$ cat src/rtl/rpn_eval.sv
// rpn_eval: reverse-Polish expression evaluator that drives an external LIFO.
// Tokens arrive on a valid/ready handshake. Operands are pushed, binary
// opcodes pop two entries and push the result, and the end opcode pops the
// final value onto result. Errors are sticky until rst.
// Optional feature: define RPN_DIV_EN to enable opcode 3 (unsigned a/b).
module rpn_eval #(
    parameter int DATA_WIDTH  = 16,
    parameter int STACK_DEPTH = 15
) (
    input  logic                  clk,
    input  logic                  rst,
    input  logic                  tok_valid,
    input  logic                  tok_is_op,
    input  logic [DATA_WIDTH-1:0] tok_data,
    output logic                  tok_ready,
    output logic [DATA_WIDTH-1:0] stk_in,
    output logic                  stk_wn,
    output logic                  stk_rn,
    input  logic [DATA_WIDTH-1:0] stk_top,
    input  logic                  stk_full,
    input  logic                  stk_empty,
    output logic [DATA_WIDTH-1:0] result,
    output logic                  result_valid,
    output logic                  err,
    output logic [1:0]            err_code
);

    localparam int DEPTH_W = $clog2(STACK_DEPTH + 1);
    localparam logic [DEPTH_W-1:0] DEPTH_ONE  = DEPTH_W'(1);
    localparam logic [DEPTH_W-1:0] DEPTH_TWO  = DEPTH_W'(2);
    localparam logic [DEPTH_W-1:0] DEPTH_FULL = DEPTH_W'(STACK_DEPTH);

    localparam logic [2:0] OP_ADD = 3'd0;
    localparam logic [2:0] OP_SUB = 3'd1;
    localparam logic [2:0] OP_MUL = 3'd2;
`ifdef RPN_DIV_EN
    localparam logic [2:0] OP_DIV = 3'd3;
`endif
    localparam logic [2:0] OP_END = 3'd7;

    localparam logic [1:0] CODE_OVERFLOW  = 2'd1;
    localparam logic [1:0] CODE_UNDERFLOW = 2'd2;
    localparam logic [1:0] CODE_MALFORMED = 2'd3;

    typedef enum logic [2:0] {
        IDLE, PUSH, POP_B, POP_A, EXEC, POP_R, DONE, ERR
    } state_e;

    state_e                state_q, state_d;
    logic [DEPTH_W-1:0]    depth_q, depth_d;
    logic [2:0]            opcode_q, opcode_d;
    logic [DATA_WIDTH-1:0] b_q, b_d;
    logic [DATA_WIDTH-1:0] stk_in_q, stk_in_d;
    logic                  stk_wn_q, stk_wn_d;
    logic                  stk_rn_q, stk_rn_d;
    logic [DATA_WIDTH-1:0] result_q, result_d;
    logic                  result_valid_q, result_valid_d;
    logic                  err_q, err_d;
    logic [1:0]            err_code_q, err_code_d;

    logic                  accept;
    logic                  is_binary;
    logic                  div_zero;
    logic [DATA_WIDTH-1:0] alu_res;

    // Handshake: tokens are taken only in IDLE with no error and no reset.
    assign tok_ready = (state_q == IDLE) && !err_q && !rst;
    assign accept    = tok_valid && tok_ready;

    assign stk_in       = stk_in_q;
    assign stk_wn       = stk_wn_q;
    assign stk_rn       = stk_rn_q;
    assign result       = result_q;
    assign result_valid = result_valid_q;
    assign err          = err_q;
    assign err_code     = err_code_q;

`ifdef RPN_DIV_EN
    assign is_binary = (tok_data[2:0] == OP_ADD) || (tok_data[2:0] == OP_SUB) ||
                       (tok_data[2:0] == OP_MUL) || (tok_data[2:0] == OP_DIV);
    assign div_zero  = (opcode_q == OP_DIV) && (b_q == '0);
`else
    assign is_binary = (tok_data[2:0] == OP_ADD) || (tok_data[2:0] == OP_SUB) ||
                       (tok_data[2:0] == OP_MUL);
    assign div_zero  = 1'b0;
`endif

    // Arithmetic unit: a is the current top during POP_A, b was latched in POP_B.
    always_comb begin
        // NOTE: every variable assigned in always_comb gets a default first so no latch is inferred.
        alu_res = '0;
        case (opcode_q)
            OP_ADD:  alu_res = stk_top + b_q;
            OP_SUB:  alu_res = stk_top - b_q;
            OP_MUL:  alu_res = stk_top * b_q;
`ifdef RPN_DIV_EN
            OP_DIV:  alu_res = (b_q == '0) ? '0 : stk_top / b_q;
`endif
            default: alu_res = '0;
        endcase
    end

    // Next-state and registered-output logic for the evaluator FSM.
    always_comb begin
        state_d        = state_q;
        opcode_d       = opcode_q;
        b_d            = b_q;
        stk_in_d       = stk_in_q;
        stk_wn_d       = 1'b0;
        stk_rn_d       = 1'b0;
        result_d       = result_q;
        result_valid_d = 1'b0;
        err_d          = err_q;
        err_code_d     = err_code_q;

        // Depth follows the strobes actually issued, so it is exact in IDLE.
        depth_d = depth_q;
        if (stk_wn_q)      depth_d = depth_q + 1'b1;
        else if (stk_rn_q) depth_d = depth_q - 1'b1;

        case (state_q)
            IDLE: begin
                if (accept) begin
                    if (!tok_is_op) begin
                        if (stk_full || depth_q == DEPTH_FULL) begin
                            state_d = ERR; err_d = 1'b1; err_code_d = CODE_OVERFLOW;
                        end else begin
                            state_d = PUSH; stk_wn_d = 1'b1; stk_in_d = tok_data;
                        end
                    end else begin
                        opcode_d = tok_data[2:0];
                        if (is_binary) begin
                            if (depth_q < DEPTH_TWO || stk_empty) begin
                                state_d = ERR; err_d = 1'b1; err_code_d = CODE_UNDERFLOW;
                            end else begin
                                state_d = POP_B; stk_rn_d = 1'b1;
                            end
                        end else if (tok_data[2:0] == OP_END) begin
                            if (depth_q == '0 || stk_empty) begin
                                state_d = ERR; err_d = 1'b1; err_code_d = CODE_UNDERFLOW;
                            end else if (depth_q != DEPTH_ONE) begin
                                state_d = ERR; err_d = 1'b1; err_code_d = CODE_MALFORMED;
                            end else begin
                                state_d = POP_R; stk_rn_d = 1'b1;
                            end
                        end else begin
                            state_d = ERR; err_d = 1'b1; err_code_d = CODE_MALFORMED;
                        end
                    end
                end
            end
            PUSH:  state_d = IDLE;
            POP_B: begin
                b_d = stk_top; state_d = POP_A; stk_rn_d = 1'b1;
            end
            POP_A: begin
                // The result is registered on entry to EXEC so stk_in is a clean flop.
                if (div_zero) begin
                    state_d = ERR; err_d = 1'b1; err_code_d = CODE_MALFORMED;
                end else begin
                    state_d = EXEC; stk_wn_d = 1'b1; stk_in_d = alu_res;
                end
            end
            EXEC:  state_d = IDLE;
            POP_R: begin
                result_d = stk_top; state_d = DONE; result_valid_d = 1'b1;
            end
            DONE:  state_d = IDLE;
            ERR:   state_d = ERR;
            default: state_d = IDLE;
        endcase
    end

    // State and output registers with synchronous active-high reset.
    always_ff @(posedge clk) begin
        // NOTE: sequential state uses non-blocking assignments so all flops update together.
        if (rst) begin
            state_q        <= IDLE;
            depth_q        <= '0;
            opcode_q       <= '0;
            b_q            <= '0;
            stk_in_q       <= '0;
            stk_wn_q       <= 1'b0;
            stk_rn_q       <= 1'b0;
            result_q       <= '0;
            result_valid_q <= 1'b0;
            err_q          <= 1'b0;
            err_code_q     <= '0;
        end else begin
            state_q        <= state_d;
            depth_q        <= depth_d;
            opcode_q       <= opcode_d;
            b_q            <= b_d;
            stk_in_q       <= stk_in_d;
            stk_wn_q       <= stk_wn_d;
            stk_rn_q       <= stk_rn_d;
            result_q       <= result_d;
            result_valid_q <= result_valid_d;
            err_q          <= err_d;
            err_code_q     <= err_code_d;
        end
    end

endmodule
$ cat config.mk
export PLATFORM = sky130hd
export DESIGN_NAME = rpn_eval
export DESIGN_NICKNAME = d
export VERILOG_FILES = /design/src/rtl/rpn_eval.sv
export SDC_FILE = /design/constraint.sdc
export NUM_CORES = 1
export LEC_CHECK = 0
export CAP_MARGIN = 40
export CORE_MARGIN = 8
export CORE_UTILIZATION = 25
export DETAILED_ROUTE_END_ITERATION = 6
export PLACE_DENSITY = 0.39
export SLEW_MARGIN = 20
export SYNTH_ARGS = -nofsm -noshare
export SYNTH_HDL_FRONTEND = slang
export SYNTH_SLANG_ARGS = --single-unit
$ cat constraint.sdc
create_clock -name clk -period 18.7 [get_ports clk]
set_input_delay 3.74 -clock clk [delete_from_list [all_inputs] [get_ports clk]]
set_output_delay 3.74 -clock clk [all_outputs]
set_load 0.03 [all_outputs]
==> impl_metrics.tcl <==
set metrics [dict create \
    synth_edf_count 0 \
    slew_violations 0 \
    reg2reg_from "b_q[2]" \
    whs_endpoint "result[2]" \
    grt_max_degree 66 \
    cell_types_with_the_largest_area_share_after_synthesis "fa_1 21%, dfxtp_1 16%, ha_1 11%" \
    die_h_um 193.8 \
    synthesis.nets 1135 \
    cts.repair.resized 0 \
    grt_first_pass_wirelength_um 39240 \
    drcViolationCount 0 \
    slew_headroom_pct 43.92 \
    cts_hold_buffers 0 \
    antenna_cells 0 \
    grt_pass1_vias 6775 \
    worst-slew-pin-transition_ns 0.8385 \
    wirelength_um 24640 \
    clock-sinks 64 \
    cts_buffers 9 \
    unrepaired_setup_endpoints_after_global_routing "false" \
    arrival_ns 9.74 \
    setup.worst_path.class "in -> reg" \
    share_comb_of_total_power_pct 45.0 \
    synth_cells 946 \
    power.density_nw_per_um2 63.78 \
    synth_sequential_area_ratio_pct 16.21 \
    yosys.area.top_type_share_pct 20.52 \
    finalWorstPathRequiredPeriod_ns 9.552 \
    cts-htree-levels 3 \
    power.switching_w 0.0002301 \
    via_per_inst 4.510 \
    whs_path_depth 2 \
    timing.reg2reg.setup_slack_ns 12.77 \
    groute.usage.overall_pct 13.25 \
    syn_area_per_cell_um2 8.355 \
    synth_seq_cells 64 \
    hold_path_class "reg -> reg" \
    detailed_place_hpwl_um 18510 \
    layout.cells.non_filler 1402 \
    synth.cell_area_um2 7904 \
    finalSetupTns_ns 0 \
    synth_top_cell_by_area "fa_1" \
    starting_density_pct 25.24 \
    hold_path_startpoint "result[2]" \
    finalSetupViolCount 0 \
    total_leakage_power_nw 4.037 \
    ys.flop_type "dfxtp_1" \
    synthesis.yosys.warnings 0 \
    area_of_the_die_um2 37560 \
    result_of_the_run "complete, no violations" \
    final_report_hold_violation_count 0 \
    cts_setup_buffers 0 \
    max_clock_freq_ghz 0.1047 \
    power_report.internal_total_w 0.0003624 \
    endpoint_kind "register" \
    final_nets 1184 \
    clock_tree.root_cell "clkbuf_16" \
    fin_util_pct 29.67 \
    switching_share_pct 38.83 \
    areaGrowthSynthToFinish_pct 17.52 \
    tritoncts "yes" \
    globalRouteOverflowTotal 0 \
    routedWlPerCell_um 17.58 \
    finalPower_w 0.0005925 \
    clk_pin_slew_worst_paths_ns 0.06 \
    antenna_found_initial 0 \
    clockBufferDepth 2 \
    layout.cells.most_common "nand2_1" \
    die_w_um 193.8 \
    crit-reg2reg-capture "stk_in[15]" \
    post_route_cells_drive_above_1_share_pct 5.300 \
    portBuffers 76 \
    setup_ws_ns 9.148 \
    synth_async_sr_flop_share_pct 0 \
    number_of_top_level_pins 77 \
    detailroute.via_count 6323 \
    clkPwrFrac_pct 29.4 \
    detail_route.iter0.violations 268 \
    count_of_standard_cell_rows 65 \
    worst_ep_required_time_ns 18.89 \
    first_pass_iters 4 \
    start_kind "primary input" \
    placedCellCount 1382 \
    worst_ir_drop_vdd_mv 0.04303 \
    place_ws_ns 8.739 \
    final.setup_skew_ns 0.01018 \
    drtAntennaViolNets 0 \
    crit_path_max_fanout 14 \
    timing.reg2reg.worst_path_depth 18 \
    clock_latency_ns 0.34 \
    worstSetupStartpoint "stk_top[5]" \
    synth.distinct_cells 64 \
    power.share.sequential_pct 25.6 \
    top_library_cells_by_usage_in_the_layout_fill_and_taps_aside "156 x nand2_1, 126 x inv_1, 81 x fa_1" \
    max_cap_viol_count 0 \
    core_um2 31310 \
    period_share_pct 51.08 \
    gp_congestion 0.8012 \
]
==> stage by stage <==
stage                     hold WS, ns  area (µm²)
after CTS                      0.4584        9224
after floorplan                0.4584        7904
after detailed placement       0.4498        8925
final                          0.4531        9289
after global placement         0.4411        8880
after global routing           0.4818        9289
==> state kept, by name, summed over array words and instances, names as in the netlist <==
name          cells
result_valid      1
opcode_q          3
err_code          2
stk_in           16
result           16
state_q           3
b_q              16
stk_wn            1
depth_q           4
stk_rn            1
err               1
==> cell usage after synthesis (5+ instances only) <==
library cell	instances
nand2_1	156
inv_1	126
fa_1	81
ha_1	70
a21oi_1	65
and2_1	65
dfxtp_1	64
xnor2_1	49
nor2_1	40
clkbuf_1	33
mux2i_1	19
a211oi_1	18
o21ai_0	15
xor2_1	13
nor3_1	11
a221oi_1	10
nand3_1	10
a21o_1	6
clkbuf_8	6
o21a_1	6
buf_6	5
nor2b_1	5
nor4_1	5
==> critical path, cell delays in order <==
cell             delay (ns)
clkdlybuf4s50_1        0.86
and2_1                 0.37
fa_1                   0.48
inv_1                  0.05
fa_1                   0.46
fa_1                   0.52
fa_1                   0.55
inv_1                  0.05
fa_1                   0.47
inv_1                  0.05
fa_1                   0.49
inv_1                  0.05
ha_1                   0.33
nand3_1                0.12
a21oi_2                0.05
o31ai_1                0.57
xnor2_2                0.15
a221oi_2               0.31
a211oi_2               0.07
==> routing by layer <==
layer / GRT usage, % / share of wire [%] / up-vias
met3: 1.718 / 4.0 / 10
met4: 2.765 / 0.78 / 0
met2: 22.49 / 48 / 105
met5: 0 / 0 / -
li1: - / - / 3131
met1: 17.73 / 47 / 3077
==> worst max-delay path by stage <==
stage / depth (start not counted) / to
floorplan: 19 / stk_in[15]
global placement: 19 / stk_in[15]
detailed placement: 19 / stk_in[15]
CTS: 19 / stk_in[15]
global route: 19 / stk_in[15]
finish: 19 / stk_in[15]
==> cell families (layout without fill, tap and decap cells) <==
group | Yosys count | count (layout) | share of synthesized area [%]
mux | 19 | 19 | 2.406
buf+inv | 178 | 232 | 10.29
simple gates | 325 | 325 | 19.82
fa+ha+maj | 151 | 151 | 31.60
flops | 64 | 64 | 16.21
compound gates | 143 | 143 | 11.90
xor+xnor | 66 | 66 | 7.773
==> cell type report <==
class                           count  area [µm²]
Fill cell                        3361       22020
Inverter                          126       473.0
Clock inverter                      5       56.30
Multi-Input combinational cell    704        5814
Clock buffer                       11       242.7
Timing Repair Buffer               90       918.4
Tap cell                          402       503.0
Sequential cell                    64        1281
==> power by group through the flow <==
| stage | Clock (W) | Sequential [W] | Combinational, W |
|---|---|---|---|
| after global routing | 0.000185 | 0.000153 | 0.000298 |
| after detailed placement | 0 | 0.000156 | 0.000267 |
| after global placement | 0 | 0.000157 | 0.000268 |
| after floorplan | 0 | 0.000153 | 0.000193 |
| after CTS | 0.000180 | 0.000153 | 0.000269 |
| final | 0.000174 | 0.000152 | 0.000266 |
No activity file was read; power rests on OpenSTA's default activity.
